[src/rtl/adc_scan_sequencer.sv]
// Scan controller for the modular ADC core: walks channels FIRST_CH..FIRST_CH+NUM_CH-1,
// averages 2**AVG_LOG2 samples each. Optional response timeout: define ADC_SEQ_TIMEOUT_EN.
module adc_scan_sequencer #(
  parameter int NUM_CH      = 4,
  parameter int FIRST_CH    = 1,
  parameter int AVG_LOG2    = 2,
  parameter int DATA_W      = 12,
  parameter int TIMEOUT_CYC = 1024
) (
  input  logic                     clock_clk,
  input  logic                     reset_sink_reset_n,
  input  logic                     start,
  input  logic                     continuous,
  input  logic                     clear_err,
  output logic                     command_valid,
  output logic [4:0]               command_channel,
  output logic                     command_startofpacket,
  output logic                     command_endofpacket,
  input  logic                     command_ready,
  input  logic                     response_valid,
  input  logic [4:0]               response_channel,
  input  logic [DATA_W-1:0]        response_data,
  output logic [NUM_CH*DATA_W-1:0] result_data,
  output logic [NUM_CH-1:0]        result_valid,
  output logic                     scan_done,
  output logic                     busy,
  output logic                     err_sticky
);

  localparam int IDX_W = (NUM_CH > 1) ? $clog2(NUM_CH) : 1;
  localparam int CNT_W = (AVG_LOG2 > 0) ? AVG_LOG2 : 1;
  localparam int ACC_W = DATA_W + AVG_LOG2;
  localparam logic [IDX_W-1:0] IDX_LAST = IDX_W'(NUM_CH - 1);
  localparam logic [CNT_W-1:0] CNT_LAST = CNT_W'((1 << AVG_LOG2) - 1);

  typedef enum logic [1:0] {
    IDLE  = 2'd0,
    ISSUE = 2'd1,
    WAIT  = 2'd2,
    DONE  = 2'd3
  } state_e;

  state_e                   state_q;
  logic [IDX_W-1:0]         idx_q;
  logic [CNT_W-1:0]         cnt_q;
  logic [ACC_W-1:0]         acc_q;
  logic [NUM_CH*DATA_W-1:0] result_q;
  logic [NUM_CH-1:0]        rvalid_q;
  logic                     done_q;
  logic                     err_q;

  logic [4:0]               cmd_ch_s;
  logic [ACC_W-1:0]         sum_s;
  logic [DATA_W-1:0]        avg_s;
  logic                     resp_ok_s;
  logic                     tmo_hit_s;

  assign cmd_ch_s  = 5'(FIRST_CH) + 5'(idx_q);
  assign sum_s     = acc_q + ACC_W'(response_data);
  assign avg_s     = DATA_W'(sum_s >> AVG_LOG2);
  assign resp_ok_s = (response_channel == cmd_ch_s);

`ifdef ADC_SEQ_TIMEOUT_EN
  localparam int TMO_W = $clog2(TIMEOUT_CYC + 1);
  logic [TMO_W-1:0] tmo_q;

  assign tmo_hit_s = (tmo_q == TMO_W'(TIMEOUT_CYC - 1));

  // Timeout counter: held at zero outside WAIT so every entry into WAIT starts fresh
  always_ff @(posedge clock_clk or negedge reset_sink_reset_n) begin
    if (!reset_sink_reset_n) begin
      tmo_q <= '0;
    end else if (state_q != WAIT) begin
      tmo_q <= '0;
    end else begin
      tmo_q <= tmo_q + TMO_W'(1);
    end
  end
`else
  logic unused_tmo_s;

  assign tmo_hit_s    = 1'b0;
  assign unused_tmo_s = (TIMEOUT_CYC > 0);
`endif

  // Scan FSM with accumulator, result registers and sticky error
  always_ff @(posedge clock_clk or negedge reset_sink_reset_n) begin
    if (!reset_sink_reset_n) begin
      state_q  <= IDLE;
      idx_q    <= '0;
      cnt_q    <= '0;
      acc_q    <= '0;
      result_q <= '0;
      rvalid_q <= '0;
      done_q   <= 1'b0;
      err_q    <= 1'b0;
    end else begin
      done_q <= 1'b0;
      // a new error later in this block overrides a simultaneous clear
      if (clear_err) begin
        err_q <= 1'b0;
      end
      case (state_q)
        IDLE: begin
          if (start || continuous) begin
            state_q <= ISSUE;
            idx_q   <= '0;
            cnt_q   <= '0;
            acc_q   <= '0;
          end
        end
        ISSUE: begin
          if (command_ready) begin
            state_q <= WAIT;
          end
        end
        WAIT: begin
          if (response_valid) begin
            if (!resp_ok_s) begin
              err_q   <= 1'b1;
              state_q <= ISSUE;
            end else if (cnt_q != CNT_LAST) begin
              acc_q   <= sum_s;
              cnt_q   <= cnt_q + CNT_W'(1);
              state_q <= ISSUE;
            end else begin
              result_q[int'(idx_q)*DATA_W +: DATA_W] <= avg_s;
              rvalid_q[idx_q] <= 1'b1;
              acc_q <= '0;
              cnt_q <= '0;
              if (idx_q == IDX_LAST) begin
                state_q <= DONE;
                done_q  <= 1'b1;
              end else begin
                idx_q   <= idx_q + IDX_W'(1);
                state_q <= ISSUE;
              end
            end
          end else if (tmo_hit_s) begin
            err_q   <= 1'b1;
            state_q <= ISSUE;
          end
        end
        DONE: begin
          idx_q <= '0;
          if (continuous) begin
            state_q <= ISSUE;
          end else begin
            state_q <= IDLE;
          end
        end
        default: state_q <= IDLE;
      endcase
    end
  end

  assign command_valid         = (state_q == ISSUE);
  assign command_channel       = cmd_ch_s;
  assign command_startofpacket = command_valid;
  assign command_endofpacket   = command_valid;
  assign result_data           = result_q;
  assign result_valid          = rvalid_q;
  assign scan_done             = done_q;
  assign busy                  = (state_q != IDLE);
  assign err_sticky            = err_q;

endmodule

[config.mk]
export PLATFORM = sky130hd
export DESIGN_NAME = adc_scan_sequencer
export DESIGN_NICKNAME = d
export VERILOG_FILES = /design/src/rtl/adc_scan_sequencer.sv
export SDC_FILE = /design/constraint.sdc
export NUM_CORES = 1
export LEC_CHECK = 0
export BUFFER_PORTS_ARGS = -buffer_cell sky130_fd_sc_hd__buf_2
export CAP_MARGIN = 20
export CORE_UTILIZATION = 45
export CTS_CLUSTER_DIAMETER = 30
export DETAILED_ROUTE_END_ITERATION = 8
export HOLD_SLACK_MARGIN = 0.02
export PLACE_DENSITY_LB_ADDON = 0.15
export SLEW_MARGIN = 0
export SYNTH_ARGS = -nofsm -noshare
export SYNTH_HDL_FRONTEND = slang
export SYNTH_SLANG_ARGS = --single-unit
[constraint.sdc]
create_clock -name clock_clk -period 4.73 [get_ports clock_clk]
set_input_delay 0.473 -clock clock_clk [delete_from_list [all_inputs] [get_ports clock_clk]]
set_output_delay 0.473 -clock clock_clk [all_outputs]
set_load 0.01 [all_outputs]
### Yosys cells after proc, flatten, opt, wreduce, memory -nomap -nowiden

Index checks and enable logic that the tools add are counted.
W data, S select, Z words.

* register bits after elaboration: 74
* output and inout bits: 63
* word-level logic and storage cells: 77

* add/subtract/negate cells: 5
* $mul: 1
* magnitude comparators: 2
* equal/unequal tests: 12
* shift operators: 2
* multiplexer cells: 35
* bitwise logic cells: 2
* reduce and logical (&&, ||, !) cells: 10

Operator list (number)
* $mux W14: 4
* $bwmux W48: 1
* $shift A12 B33 Y48 const A: 1
* $shiftx A12 B33 Y48: 1
* $neg A6 Y33: 1
* $mux W2: 14
* $pmux W14 S2: 1
* $add A14 B12 Y14: 1
* $ne A2 B2 Y1 const B: 6
* $mux W1: 11
* $pmux W2 S4: 1
* $reduce_and A4 Y1: 2
* $eq A2 B2 Y1 const B: 3
* $pmux W2 S3: 1
* $reduce_and A6 Y1: 1
* $eq A5 B3 Y1: 1
* $add A2 B1 Y2 const B: 2
* $mul A2 B2 Y4 const B: 1
* $or A4 B4 Y4: 1
* $pmux W2 S2: 1
* $reduce_bool A2 Y1: 2
* $add A1 B2 Y3 const A: 1
* $lt A2 B3 Y1 const B: 1
* $reduce_and A3 Y1: 1
* 9 further kinds: 9

### Depth between registers and ports, before layout

Gate-level depths: netlist of run 1.

* word-level depth: 6
* mapped depth: 13
* gate-level depth less buffers: 10

### Least setup slack after synthesis of run 1

No wires, ideal clock.

* kind: register to register
* start: register idx_q[0]
* end: register cnt_q[1]
* arrival time: 2.848 ns
* path slack: 1.761 ns
* stages on the path, launching flop included: 11
* buffers on the path: 3
* clock period less this slack: 2.969 ns
* path through: dfrtp_1 buf_2 inv_1 clkbuf_1 ha_1 xnor2_1 nand4_2 a21oi_1 o21ai_1 buf_2 a32o_1

* word-level cells in the longest chain between the ends: 4

Ends and longest elaborated chain
* from (decl): RTL line 44 `logic [IDX_W-1:0] idx_q;`
* from (signal assigned): RTL line 135 `idx_q <= idx_q + IDX_W'(1);`
* $add A1 B2 Y3: RTL line 58 `assign cmd_ch_s = 5'(FIRST_CH) + 5'(idx_q);`
* net command_channel[0]: RTL line 16 `output logic [4:0] command_channel,`
* $eq A5 B3 Y1: RTL line 61 `assign resp_ok_s = (response_channel == cmd_ch_s);`
* $ne A2 B2 Y1 (no source line)
* $reduce_and A4 Y1 (no source line)
* to (signal assigned): RTL line 124 `cnt_q <= cnt_q + CNT_W'(1);`
* to (decl): RTL line 45 `logic [CNT_W-1:0] cnt_q;`

The timed path passes the listed nets, and every way through them passes these cells.
A chain may end at the register's enable or synchronous reset.

### Final worst setup path of run 1

* start: register idx_q[0]
* end: register result_q[33] (netlist: result_data[33])

* word-level cells in the longest chain between the ends: 4

Ends and longest elaborated chain
* $mul A2 B2 Y4: RTL line 127 `result_q[int'(idx_q)*DATA_W +: DATA_W] <= avg_s;`
* $neg A6 Y33: RTL line 127
* $shiftx A12 B33 Y48 or $shift A12 B33 Y48 (tied branches): RTL line 127
* $bwmux W48: RTL line 127
* to (signal, indexed assignment): RTL line 127
* to (decl): RTL line 47 `logic [NUM_CH*DATA_W-1:0] result_q;`

Parallel ways exist; a longest one is shown, timed or not.

==> impl_metrics.yaml, run 1 <==
outcome:
  status: "finished, violations left"
  violations: "design-rule violations"
setup_path:
  startpoint: "idx_q[0]"
  ff2ff_setup_slack_ns: 1.17
  cp-end-kind: "flip-flop"
  critical_path_required_ns: 5.00
  critPathSlowestCell: "ha_1"
  start_kind: "flip-flop"
  cp_cell_sequence: "inv_1 > ha_1 > xnor2_1 > nand4_2 > nor3_2 > buf_4 > nand2_1 > nor2_1 > a21oi_1 > a31oi_1"
  path_max_fanout: 16
  crit_arrival_ns: 3.83
  criticalPathCategory: "flip-flop to flip-flop"
  slowest_delay_ns: 0.68
  timing.rr.start: "idx_q[0]"
global_route:
  grt_pass1_wl_um: 17200
  first_global_vias: 3283
  antenna_found_initial: 0
  grt_usage: 0.233
  grt_max_degree: 42
  grt-ovfl-total: 0
finish:
  final-seq-area_um2: 1850
  final_cells: 609
  multi_input_area_um2: 2110
  drive_above_1_share: 0.255
  antennaDiodeCount: 0
  nets: 547
  n_fill_cell: 816
  area_delta_synth_final_pct: 16.0
route:
  wl_per_cell_um: 17.4
  via_per_inst: 5.66
  via_count: 3448
  routed_wl_um: 10600
  met1Wirelength_um: 5070
  drcViolationCount: 8
  highest_layer: "met4"
  drt_iter0_drc: 240
  firstDrtPassIters: 7
  route.met3.wl_um: 578
  ant_nets: 0
  wl_met2_um: 4750
synth:
  synthCells: 418
  synth_area_um2: 4140
  synth-edff-count: 0
  ys_ff_latch: 74
  synthFlopType: "dfrtp_1"
  ys_seq_area_frac: 0.447
  synth_warnings: 0
  async_flop_share: 1.00
  syn_area_per_cell_um2: 9.91
  ys_types: 64
pwr:
  swShare: 0.386
  p_switching_uw: 652
  p_comb_frac: 0.315
  power_frac_seq: 0.409
  power.share.clock: 0.277
  finalPower_mw: 1.69
  powerDensity_nw_per_um2: 352
  power_leakage_nw: 2.48
  internal_power_mw: 1.04
  ir_drop_mv: 0.231
hold_path:
  holdCritPathClass: "primary input to async pin"
clock_network:
  postCtsSetupBuffers: 0
  root_buffer: "clkbuf_8"
  cts_buffers: 9
  clkLatencyLatePin_ns: 0.36
  cts_sinks: 74
  cts_tree: "done"
  postCtsHoldBufs: 0
  cts.path.max_buffers: 2
  h-tree-depth: 3
  cts.repair.resized: 0
  path_clk_slew_ns: 0.08
run:
  maxCapViolCount: 0
timing:
  tns_ns: 0
  slew_violations: 0
  maxClockFrequency_mhz: 281
  worstMarginPinSlew_ns: 0.871
  min_period_ns: 3.56
  relSlewSlack: 0.417
  rsz0062_at_grt: "false"
  setup_violations: 0
  report.final.hold_viol_count: 0
  fin_skew_ns: 0.0122
  fin_crit_sh: 0.752
placement:
  routabilityCongestion: 0.840
  numPlacedInstances: 592
  dp_hpwl_um: 7760
  port_buffers: 84
floorplanning:
  initial_utilization: 0.470
  ios: 87
  die_x_um: 97.9
  die_area_um2: 9590
  die_h_um: 97.9
  num_rows: 34
  coreArea_um2: 8810
==> Yosys cell counts (3+ instances only) <==
| cell type | n | share of area |
|---|---|---|
| o221ai_1 | 5 | 0.011 |
| or2_2 | 3 | 0.0045 |
| ha_1 | 26 | 0.079 |
| or3_1 | 6 | 0.0091 |
| o21ai_0 | 20 | 0.024 |
| a31oi_1 | 6 | 0.0091 |
| inv_1 | 21 | 0.019 |
| o31ai_1 | 15 | 0.027 |
| o22ai_1 | 3 | 0.0045 |
| xnor2_1 | 8 | 0.017 |
| o21ai_1 | 11 | 0.013 |
| clkbuf_1 | 10 | 0.0091 |
| a21o_1 | 9 | 0.016 |
| nand2b_1 | 7 | 0.011 |
| buf_2 | 6 | 0.0073 |
| dfrtp_1 | 74 | 0.45 |
| nor2_1 | 18 | 0.016 |
| a21oi_1 | 23 | 0.028 |
| nand2_1 | 55 | 0.050 |
| nand4_1 | 3 | 0.0045 |
| and2_1 | 3 | 0.0045 |
| a22o_1 | 13 | 0.027 |
| buf_4 | 5 | 0.0091 |
| xor2_1 | 6 | 0.013 |
| nor3_1 | 4 | 0.0048 |
| nand3_1 | 6 | 0.0073 |
==> through the flow <==
| stage | area [um^2] | hold WS (ns) | worst slack, ns | util |
|---|---|---|---|---|
| 2_1_floorplan | 4150 | 0.177 | 1.76 | - |
| 3_3_place_gp | 4610 | 0.451 | 1.40 | 0.524 |
| 3_5_place_dp | 4610 | 0.444 | 1.23 | 0.524 |
| 4_1_cts | 4800 | 0.223 | 1.20 | 0.545 |
| 5_1_grt | 4810 | 0.259 | 0.834 | 0.546 |
| 6_report | 4810 | 0.204 | 1.17 | 0.546 |
==> cell type report <==
class                   instances  area share
clock buffers                   9      0.0258
clock inverters                 7      0.0125
inverters                      21      0.0164
multi-input cells             302       0.438
flip-flops and latches         74       0.385
well taps                     108      0.0281
repair buffers                 88      0.0937
==> kinds of logic (layout without fill, tap and decap cells) <==
kind of cell / count (synthesis) / after routing / share of synthesized area
other: 1 / 2 / 0.000905
muxes: 3 / 3 / 0.00755
xor gates and xnor gates: 16 / 16 / 0.0375
DFF: 74 / 74 / 0.447
AOI/OAI and AO/OA: 136 / 136 / 0.240
buffers and inverters: 43 / 125 / 0.0453
adders and majority gates: 27 / 27 / 0.0834
and+or+nand+nor: 118 / 118 / 0.138
==> per-layer routing <==
metal  GRT usage  up-vias
li1            -     1666
met1       0.329     1655
met2       0.360      111
met3      0.0480       16
met4      0.0734        0
met5           0        -
==> state kept, by name (all words and copies together), names as in the netlist <==
name,cells
result_data,48
acc_q,14
result_valid,4
cnt_q,2
idx_q,2
state_q,2
err_sticky,1
scan_done,1
==> worst paths after layout <==
kind | depth (start not counted) | endpoint
max | 10 | result_data[33]
min | 1 | result_data[5]
max reg2reg | 10 | result_data[33]
min reg2reg | 1 | result_valid[2]
max in group asynchronous | 2 | result_data[7]
min in group clock_clk | 2 | err_sticky
==> power by group through the flow <==
| stage | sequential (mW) | combinational, mW | clock [mW] |
|---|---|---|---|
| after floorplan | 0.699 | 0.375 | 0 |
| after global placement | 0.703 | 0.508 | 0 |
| after detailed placement | 0.704 | 0.516 | 0 |
| after CTS | 0.692 | 0.520 | 0.479 |
| after global routing | 0.696 | 0.588 | 0.507 |
| final | 0.691 | 0.532 | 0.468 |
==> critical path: cells and delay by family, from the launching register on <==
family	cells	cell delay, ns
AO/OA/AOI/OAI	2	0.24
XOR/XNOR	1	0.19
adder cells (fa/ha/maj)	1	0.68
buffers and inverters	2	0.59
flip-flops	1	0.66
AND/OR/NAND/NOR	4	1.10
==> layout by cell type (no fill, tap or decap), types with 3 or more instances in the layout <==
cell type,Yosys,final
nor3_1,4,4
and2_1,3,3
or3_1,6,6
nand2b_1,7,7
inv_6,0,3
o221ai_1,5,5
nand2_1,55,55
xnor2_1,8,8
buf_2,6,84
nand4_1,3,3
o21ai_1,11,11
inv_1,21,21
xor2_1,6,6
clkbuf_8,0,9
nor2_1,18,18
a21o_1,9,9
o21ai_0,20,20
dfrtp_1,74,74
a22o_1,13,13
o22ai_1,3,3
o31ai_1,15,15
ha_1,26,26
clkinvlp_4,0,3
buf_4,5,4
nand3_1,6,6
or2_2,3,3
a31oi_1,6,6
a21oi_1,23,23
No activity file was read; power rests on OpenSTA's default activity.
==> run 2, diff against run 1 <==
- clock period: 4.73 -> 3 ns (I/O delays scaled with it)
==> run 2 against run 1 <==
  * The flow still finishes with violations (design-rule violations)
  * Cell count grew 2.6%
  * Non-clock buffer count up 16
  * First-iteration DRC count rose by 2.1%
  * Fmax grew 32%
  * Critical path type unchanged
  * Critical endpoint is now result_data[44]
  * Largest cell class unchanged
  * Highest routed layer unchanged
==> impl_metrics.yaml, run 2 (same netlist as run 1, synthesis figures left out) <==
outcome:
  status: "finished, violations left"
  violations: "design-rule violations"
route:
  firstDrtPassIters: 7
  via_count: 3552
  drt_iter0_drc: 245
  ant_nets: 0
  wl_per_cell_um: 17.9
  routed_wl_um: 11200
  drcViolationCount: 9
  via_per_inst: 5.68
placement:
  dp_hpwl_um: 8330
  routabilityCongestion: 0.865
  port_buffers: 84
setup_path:
  crit_arrival_ns: 2.99
  r2r_cells: 10
  path_max_fanout: 6
  reg2reg_to: "result_data[44]"
  cpMostUsedCell: "inv_1"
  startpoint: "acc_q[0]"
  cp_cell_sequence: "ha_1 > inv_1 > fa_1 > inv_1 > a21o_1 > a221o_2 > xor2_1 > a31oi_1 > o311ai_1 > o211a_1"
  critPathSlowestCell: "xor2_1"
  cp-end-kind: "flip-flop"
  endpoint: "result_data[44]"
  timing.rr.start: "acc_q[0]"
  critical_path_required_ns: 3.30
  slowest_delay_ns: 0.47
  criticalPathCategory: "flip-flop to flip-flop"
  ff2ff_setup_slack_ns: 0.30
  start_kind: "flip-flop"
global_route:
  first_global_vias: 3414
  grt_most_used_layer: "met2"
  met1_usage: 0.345
  grt_usage: 0.242
  grt_max_degree: 48
  use_met2: 0.381
  use_met3: 0.0351
  grt_pass1_wl_um: 18000
  antenna_found_initial: 0
  grt-ovfl-total: 0
timing:
  maxClockFrequency_mhz: 371
  holdWs_ns: 0.113
  fin_skew_ns: 0.0120
  report.final.hold_viol_count: 0
  setup_violations: 0
  fin_crit_sh: 0.899
  slew_violations: 0
  min_period_ns: 2.70
  tns_ns: 0
  relSlewSlack: 0.507
  worstMarginPinSlew_ns: 0.729
  rsz0062_at_grt: "false"
floorplanning:
  ios: 87
  num_rows: 34
  die_h_um: 97.9
  die_area_um2: 9590
  die_x_um: 97.9
  coreArea_um2: 8810
  initial_utilization: 0.470
clock_network:
  path_clk_slew_ns: 0.09
  cts_sinks: 74
  root_buffer: "clkbuf_8"
  h-tree-depth: 3
  postCtsSetupBuffers: 0
  clkLatencyLatePin_ns: 0.36
  cts_tree: "done"
  cts.path.max_buffers: 2
  postCtsHoldBufs: 1
  cts_buffers: 9
  cts.repair.resized: 0
pwr:
  powerDensity_nw_per_um2: 568
  power_leakage_nw: 2.58
  ir_drop_mv: 0.534
finish:
  layout_commonest_cell: "buf_2"
  antennaDiodeCount: 0
  largest_reg_flops: 48
  area_delta_synth_final_pct: 19.9
  drive_above_1_share: 0.277
  postLayoutCoreUtil: 0.564
  n_fill_cell: 794
  nets: 563
  final_cell_mix: "buf_2, dfrtp_1, nand2_1"
run:
  maxCapViolCount: 0
hold_path:
  hold_depth: 2
  holdCritPathClass: "primary input to flip-flop"
  hp-start: "clear_err"
-- run 2: cell types whose count changed in the layout (fill, tap and decap cells not counted), sizes merged --
cell	before	now
dlygate4sd3	0	1
buf	88	103
clkinvlp	3	1
clkinv	0	1
bufinv	0	1
-- run 2: worst min-delay path by stage --
stage	slack (ns)	endpoint
4_1_cts	0.10	err_sticky
2_1_floorplan	0.004	acc_q[0]
3_5_place_dp	0.41	acc_q[9]
6_report	0.11	err_sticky
3_3_place_gp	0.40	acc_q[9]
5_1_grt	0.11	err_sticky
-- run 2: layer usage --
metal  vias up  share of wire
li1       1696              -
met1      1724           0.48
met2       119           0.45
met3        13          0.048
met4         0          0.013
met5         -              0
-- run 2: power by group --
group | switching [mW] | internal (mW)
logic | 0.587 | 0.316
clock network | 0.429 | 0.400
registers | 0.0389 | 1.05
-- run 2: final cells by class --
| class | instances | area [um^2] | share of cell area |
|---|---|---|---|
| Timing Repair Buffer | 104 | 586 | 0.118 |
| Sequential cell | 74 | 1850 | 0.373 |
| Clock inverter | 7 | 83.8 | 0.0169 |
| Clock buffer | 9 | 124 | 0.0249 |
| Multi-Input combinational cell | 302 | 2110 | 0.424 |
| Inverter | 21 | 78.8 | 0.0159 |
| Tap cell | 108 | 135 | 0.0272 |
-- run 2: stage by stage --
stage,instances,power (mW),area [um^2],worst slack (ns)
finish,625,2.82,4960,0.303
global route,625,2.97,4960,0.0811
CTS,625,2.83,4960,0.294
detailed placement,608,2.00,4750,0.300
global placement,608,1.99,4750,0.260
floorplan,419,1.69,4150,0.0308
-- run 2: worst max-delay path, delay by kind of cell, from the launching register on --
family	cells	cell delay (ns)
buf+inv	2	0.13
xor+xnor	1	0.47
flops	1	0.39
fa+ha+maj	2	0.41
compound gates	5	1.24
==> run 3, diff against run 2 <==
- CORE_UTILIZATION: 45 -> 24
- clock period: 3 -> 2.9 ns (I/O delays scaled with it)
==> run 3 against run 2 <==
  * Core utilization down 25 points
  * Via count down 2.4%
  * Count of clock-buffer cells in the layout up 1
  * First-iteration DRC count down 13%
  * Sequential share of layout area down 2.1 points
  * Largest cell class unchanged
  * Power up 16%
  * The flow now finishes without violations
  * Sequential power up 4%
  * Critical path type unchanged
==> impl_metrics.yaml, run 3 (same netlist as run 1, synthesis figures left out) <==
pwr:
  finalPower_mw: 3.27
  power.share.clock: 0.350
  powerDensity_nw_per_um2: 622
  p_comb_frac: 0.305
  ir_drop_mv: 0.409
  p_switching_mw: 1.14
  power_frac_seq: 0.345
  swShare: 0.348
  power_leakage_nw: 2.66
  internal_power_mw: 2.13
setup_path:
  cp-end-kind: "flip-flop"
  criticalPathCategory: "flip-flop to flip-flop"
  critical_path_required_ns: 3.13
  path_max_fanout: 7
  slowest_delay_ns: 0.44
  start_kind: "flip-flop"
  critPathSlowestCell: "a221o_2"
  cpMostUsedCell: "inv_1"
  crit_arrival_ns: 2.82
  cp_cell_sequence: "ha_1 > inv_1 > fa_1 > inv_1 > a21o_1 > a221o_2 > o2bb2ai_1 > a31oi_4 > o221ai_1 > a22o_1"
timing:
  min_period_ns: 2.59
  fin_crit_sh: 0.892
  report.final.hold_viol_count: 0
  worstMarginPinSlew_ns: 0.767
  maxClockFrequency_mhz: 386
  fin_skew_ns: 0.00676
  slew_violations: 0
  holdWs_ns: 0.121
  tns_ns: 0
  relSlewSlack: 0.485
  postLayoutSetupSlackWorst_ns: 0.313
  rsz0062_at_grt: "false"
  setup_violations: 0
global_route:
  antenna_found_initial: 0
  first_global_vias: 3599
  grt_usage: 0.149
  grt-ovfl-total: 0
  grt_max_degree: 75
  grt_pass1_wl_um: 20100
placement:
  dp_slack_ns: 0.241
  dp_hpwl_um: 9360
  routabilityCongestion: 0.820
  port_buffers: 84
clock_network:
  root_buffer: "clkbuf_16"
  cts_buffers: 9
  postCtsHoldBufs: 0
  cts.repair.resized: 0
  postCtsSetupBuffers: 0
  h-tree-depth: 3
  clkLatencyLatePin_ns: 0.34
  path_clk_slew_ns: 0.06
  cts.path.max_buffers: 2
  cts_tree: "done"
  cts_sinks: 74
floorplanning:
  die_x_um: 133
  ios: 87
  num_rows: 47
  initial_utilization: 0.248
  die_area_um2: 17800
  coreArea_um2: 16700
  die_h_um: 133
finish:
  layout_commonest_cell: "buf_2"
  nets: 570
  final-seq-area_um2: 1850
  area_delta_synth_final_pct: 27.1
  multi_input_area_um2: 2110
  final_cell_mix: "buf_2, dfrtp_1, nand2_1"
  n_fill_cell: 1787
  antennaDiodeCount: 0
  largest_reg_flops: 48
  drive_above_1_share: 0.286
run:
  maxCapViolCount: 0
route:
  via_per_inst: 4.66
  drt_iter0_drc: 214
  routed_wl_um: 12500
  wl_per_cell_um: 16.7
  drcViolationCount: 0
  via_count: 3466
  ant_nets: 0
  firstDrtPassIters: 4
outcome:
  status: "complete, no violations"
hold_path:
  holdCritPathClass: "primary input to flip-flop"
run 3: cell count changes in the layout (fill, tap and decap cells not counted), sizes merged:
cell,before,now
buf,103,110
inv,25,22
clkinv,1,3
clkbuf,9,10
run 3: through the flow:
step / instances / util / area [um^2]
global route: 744 / 0.315 / 5260
detailed placement: 726 / 0.295 / 4920
global placement: 726 / 0.295 / 4920
floorplan: 419 / - / 4150
CTS: 742 / 0.313 / 5230
finish: 744 / 0.315 / 5260
run 3: final timing paths:
path | from | endpoint | slack (ns) | cells past startpoint
worst min register to register | result_valid[2] | result_valid[2] | 0.47 | 1
worst max register to register | acc_q[0] | result_data[34] | 0.31 | 10
worst max-delay path | acc_q[0] | result_data[34] | 0.31 | 10
worst min-delay path | clear_err | err_sticky | 0.12 | 2
min in group asynchronous | reset_sink_reset_n | result_data[21] | 0.41 | 2
max in group asynchronous | reset_sink_reset_n | acc_q[0] | 1.92 | 3
run 3: area by class of cell:
type	instances	area share
multi-input combinational	302	0.400
inverter	21	0.0150
clock inverter	6	0.0124
timing repair buffer	111	0.123
clock buffer	10	0.0454
tap	220	0.0523
sequential	74	0.352
run 3: per-layer routing:
layer  global-route usage  routed length, um
met1                0.197               5900
met4               0.0473                155
met3               0.0354                618
met5                    0                  0
met2                0.240               5790
run 3: critical path, delay by kind of cell, from the launching register on:
family                     cells  cell delay [ns]
AOI/OAI and AO/OA              6             1.55
DFF                            1             0.38
adders and majority gates      2             0.43
buffers and inverters          2             0.13
run 3: power groups by stage:
stage | combinational [mW] | clock [mW] | sequential [mW]
6_report | 0.999 | 1.15 | 1.13
2_1_floorplan | 0.611 | 0 | 1.14
3_5_place_dp | 1.00 | 0 | 1.15
4_1_cts | 1.01 | 1.19 | 1.13
5_1_grt | 1.09 | 1.23 | 1.14
3_3_place_gp | 1.00 | 0 | 1.14
